===== src/rtl/ballot_controller.sv =====
// Per-voter session sequencer: arms one ballot per officer release, accepts a
// single clean candidate press, emits a one-cycle cast pulse and counts voters.
module ballot_controller #(
  parameter int TIMEOUT_CYCLES = 1000,
  parameter int CNT_W          = 6
) (
  input  logic             clk,
  input  logic             rst,
  input  logic             i_ballot_en,
  input  logic             i_BJP,
  input  logic             i_INC,
  input  logic             i_JDS,
  input  logic             i_voting_over,
  output logic             o_cast_BJP,
  output logic             o_cast_INC,
  output logic             o_cast_JDS,
  output logic             o_armed,
  output logic             o_reject,
  output logic             o_timeout,
  output logic             o_closed,
  output logic [CNT_W-1:0] o_voters
);

  localparam int TW = $clog2(TIMEOUT_CYCLES);
  localparam logic [TW-1:0] TIMER_LAST = TW'(TIMEOUT_CYCLES - 1);

  typedef enum logic [2:0] {
    IDLE,
    ARMED,
    CAST,
    RELEASE,
    CLOSED
  } state_t;

  state_t        state;
  logic [TW-1:0] timer;
  logic [2:0]    buttons;
  logic [2:0]    prev;
  logic [2:0]    edges;
  logic [2:0]    held_before;
  logic          press_valid;
  logic          press_invalid;

  // Bit order everywhere is {JDS, INC, BJP}.
  assign buttons       = {i_JDS, i_INC, i_BJP};
  assign edges         = buttons & ~prev;
  assign held_before   = buttons & prev;
  assign press_valid   = $onehot(edges) && (held_before == 3'b000);
  assign press_invalid = (edges != 3'b000) && !press_valid;

  always_ff @(posedge clk or negedge rst) begin
    if (!rst) begin
      state      <= IDLE;
      timer      <= '0;
      prev       <= 3'b000;
      o_cast_BJP <= 1'b0;
      o_cast_INC <= 1'b0;
      o_cast_JDS <= 1'b0;
      o_armed    <= 1'b0;
      o_reject   <= 1'b0;
      o_timeout  <= 1'b0;
      o_closed   <= 1'b0;
      o_voters   <= '0;
    end else begin
      prev       <= buttons;
      o_cast_BJP <= 1'b0;
      o_cast_INC <= 1'b0;
      o_cast_JDS <= 1'b0;
      o_reject   <= 1'b0;
      o_timeout  <= 1'b0;
      // Close of poll overrides everything, including a press in the same cycle.
      if (i_voting_over || state == CLOSED) begin
        state    <= CLOSED;
        o_closed <= 1'b1;
        o_armed  <= 1'b0;
      end else begin
        case (state)
          IDLE: begin
            if (i_ballot_en) begin
              state   <= ARMED;
              o_armed <= 1'b1;
              timer   <= '0;
            end
          end
          ARMED: begin
            if (press_valid) begin
              state   <= CAST;
              o_armed <= 1'b0;
              {o_cast_JDS, o_cast_INC, o_cast_BJP} <= edges;
              if (o_voters != {CNT_W{1'b1}}) begin
                o_voters <= o_voters + CNT_W'(1);
              end
            end else begin
              if (press_invalid) begin
                o_reject <= 1'b1;
              end
              if (timer == TIMER_LAST) begin
                state     <= IDLE;
                o_armed   <= 1'b0;
                o_timeout <= 1'b1;
              end else begin
                timer <= timer + TW'(1);
              end
            end
          end
          CAST: begin
            state <= RELEASE;
          end
          RELEASE: begin
            if (buttons == 3'b000) begin
              state <= IDLE;
            end
          end
          default: begin
            state <= IDLE;
          end
        endcase
      end
    end
  end

endmodule

===== config.mk =====
export PLATFORM = sky130hd
export DESIGN_NAME = ballot_controller
export DESIGN_NICKNAME = d
export VERILOG_FILES = /design/src/rtl/ballot_controller.sv
export SDC_FILE = /design/constraint.sdc
export NUM_CORES = 1
export LEC_CHECK = 0
export CAP_MARGIN = 0
export CORE_MARGIN = 2
export CORE_UTILIZATION = 57
export DETAILED_ROUTE_END_ITERATION = 12
export GPL_TIMING_DRIVEN = 0
export PLACE_DENSITY = 0.82
export SYNTH_ARGS = -nofsm -noshare
export SYNTH_HDL_FRONTEND = slang
export SYNTH_SLANG_ARGS = --single-unit

===== constraint.sdc =====
create_clock -name clk -period 4.9 [get_ports clk]
set_clock_uncertainty 0.15 [all_clocks]
set_input_delay 0.49 -clock clk [delete_from_list [all_inputs] [get_ports clk]]
set_output_delay 0.49 -clock clk [all_outputs]
set_load 0.03 [all_outputs]

==> metrics <==
Tcrit/Tclk final 58.07%; R2R Setup Slk ~2300 ps; drt first pass iters 4; DRT Wirelength between 2 and 3 mm; worst vdd ir 0.2100 mV; status completed; Residual DRC 0; Hold Path Class input port to asynchronous set/reset pin; Clock Tree Buf Depth 2; CTS Hold Bufs 0; critical path launch point type input port; Worst setup EP type flop; # diodes 0; global-route wire length before repair roughly 5 mm; Rel. slew slack between 50% and 60%; total die area approximately 3000 µm²; gr ovfl total 0; Worst EP arrival around 2900 ps; Power Density 245.0 nW/µm²; FF/Latch Area between 700 and 800 µm²; WP data required between 4000 and 5000 ps; Ports 20; initial DRC count 9; maximum clock rate 351.5 MHz; area of the core approximately 2400 µm²; number of synthesized flops with an enable pin 0; Yosys Warn Count 0; CP Class input port to flop; routed len/inst between 15 and 20 µm; Initial Utilization 59.57%; FP Rows 18; Async SR Flop Fraction between 90% and 100%; post-detail-place hpwl 2.204 mm; final hold vios 0; Root Driver clkbuf_4; CTS tree built; Top FF cell, synth dfrtp_1; area growth from synthesis to layout 18.91%; post-synth top area share between 50% and 60%; Chip Width approximately 54 µm; largest net degree at the start of global routing 30; RD Place Congestion 0.8408; worst skew pair latency around 340 ps; post-CTS sizing 0; Synth Register Bits 29; main area contributors after synthesis dfrtp_1, a31oi_1, nor2_1; Fin Setup TNS 0 ps; die height 54.42 µm; post-synthesis cell count between 100 and 150; DRT antenna net count 0; filler instances about 190; leading area contributor after synthesis dfrtp_1; Sink Count 29; share of layout cells above drive strength 1 approximately an eighth; vias in the first global route between 1,000 and 1,500; # Post-CTS Setup Buffers 0; multi-input logic area ~680 µm²; RSZ-0062 raised after global routing no; CTS buffer count 5; standby leakage power about 0.73 nW; syn avg cell area approximately 11 µm²; Max Transition Viols Final 0; CTS H-tree lvls 2; Netlist cell types 46; Syn Std Cell Area about 1400 µm²; worst-path fanout max 7; Layout Nets roughly 170; initial antenna violation count 0; Synth top cells by count dfrtp_1, nor2_1, a31oi_1, nand3_1; most common cell in the synthesized netlist dfrtp_1; sequential element share of the synthesized area about 50%; # Max-Cap Violations 0; final setup fails 0; Syn Nets about 140; clock-pin slew on the worst setup and hold paths roughly 100 ps; Worst Max-Slew Pin Slew around 640 ps; via count around 1,100; port bufs 19; routed vias/inst 5.824; Tot Pwr 422.2 µW; min Tclk post-route roughly 2800 ps; Global Route Usage Sum roughly a quarter
==> power breakdown <==
part | leakage (nW) | internal [mW] | switching [mW]
Clock | 0.0320 | 0.0545 | 0.0855
Sequential | 0.382 | 0.246 | 0.00710
Combinational | 0.316 | 0.0117 | 0.0172
Total | 0.730 | 0.312 | 0.110
==> critical path: stages <==
cell	delay, ps
clkdlybuf4s50_1	520
nand2b_1	130
fa_1	490
nor2b_1	290
nand4_2	290
nor3_2	320
mux2_1	360
==> metrics by stage <==
step / instance area, µm² / std cells / hold WS (ps) / worst slack, ps / utilization [%]
6_report: 1723 / 188 / 10.96 / 2055 / 70.83
5_1_grt: 1723 / 188 / 48.11 / 1852 / 70.83
4_1_cts: 1728 / 188 / 351.9 / 2018 / 71.04
3_3_place_gp: 1677 / 180 / 301.8 / 1791 / 68.93
2_1_floorplan: 1449 / 131 / 44.41 / 2490 / -
3_5_place_dp: 1677 / 180 / 333.9 / 1671 / 68.93
==> sequential cells by signal, summed over array words and instances, names as in the netlist <==
signal	count
o_cast_JDS	1
o_armed	1
o_cast_INC	1
o_cast_BJP	1
prev	3
timer	10
state	3
o_reject	1
o_voters	6
o_closed	1
o_timeout	1
==> routing by layer <==
metal / wire [µm] / global-route usage [%] / vias up
li1: - / - / 539
met1: 1275 / 30.57 / 535
met2: 1520 / 41.16 / 15
met3: 125 / 9.290 / 6
met4: 46 / 7.500 / 0
met5: 0 / 0 / -
==> placed cells by master (no fill, tap or decap), drive strengths merged, types with 2 or more instances in the layout <==
cell / count
nand2: 5
a31oi: 10
or3b: 2
o211ai: 2
and2: 3
nand4: 3
nand3: 7
mux2: 2
ha: 2
clkdlybuf4s50: 18
nor3: 3
inv: 7
nand3b: 2
and3: 3
or2: 3
clkinv: 2
clkbuf: 7
nor2: 11
nand2b: 6
xor2: 4
o21ai: 2
buf: 2
a21o: 3
dfrtp: 29
and4: 2
==> layout make-up <==
type	instances	share of cell area, %
plain buffers	2	0.8715
clock buffers	6	2.397
clock inverters	2	0.5810
inverters	7	1.525
multi-input cells	93	39.58
flip-flops and latches	29	42.12
well taps	30	2.179
repair buffers	19	10.75
==> logic make-up after synthesis <==
| group | after synthesis | synth area share [%] |
|---|---|---|
| flops | 29 | 50.09 |
| mux | 3 | 2.245 |
| buf+inv | 9 | 2.849 |
| compound gates | 27 | 15.37 |
| xor+xnor | 4 | 2.418 |
| simple gates | 56 | 23.92 |
| fa+ha+maj | 3 | 3.109 |
==> worst paths after layout <==
check / to / depth (start not counted) / startpoint
worst max-delay path: o_voters[1]$_DFFE_PN0P_ / 7 / i_BJP
worst min-delay path: timer[3]$_DFFE_PN0P_ / 1 / rst
worst max register to register: o_voters[1]$_DFFE_PN0P_ / 6 / prev[0]$_DFF_PN0_
worst min register to register: o_closed$_DFFE_PN0N_ / 1 / o_closed$_DFFE_PN0N_
min in group clk: o_closed$_DFFE_PN0N_ / 1 / o_closed$_DFFE_PN0N_
max in group asynchronous: o_voters[0]$_DFFE_PN0P_ / 1 / rst
Note: power is estimated with default switching activity, not from simulation.
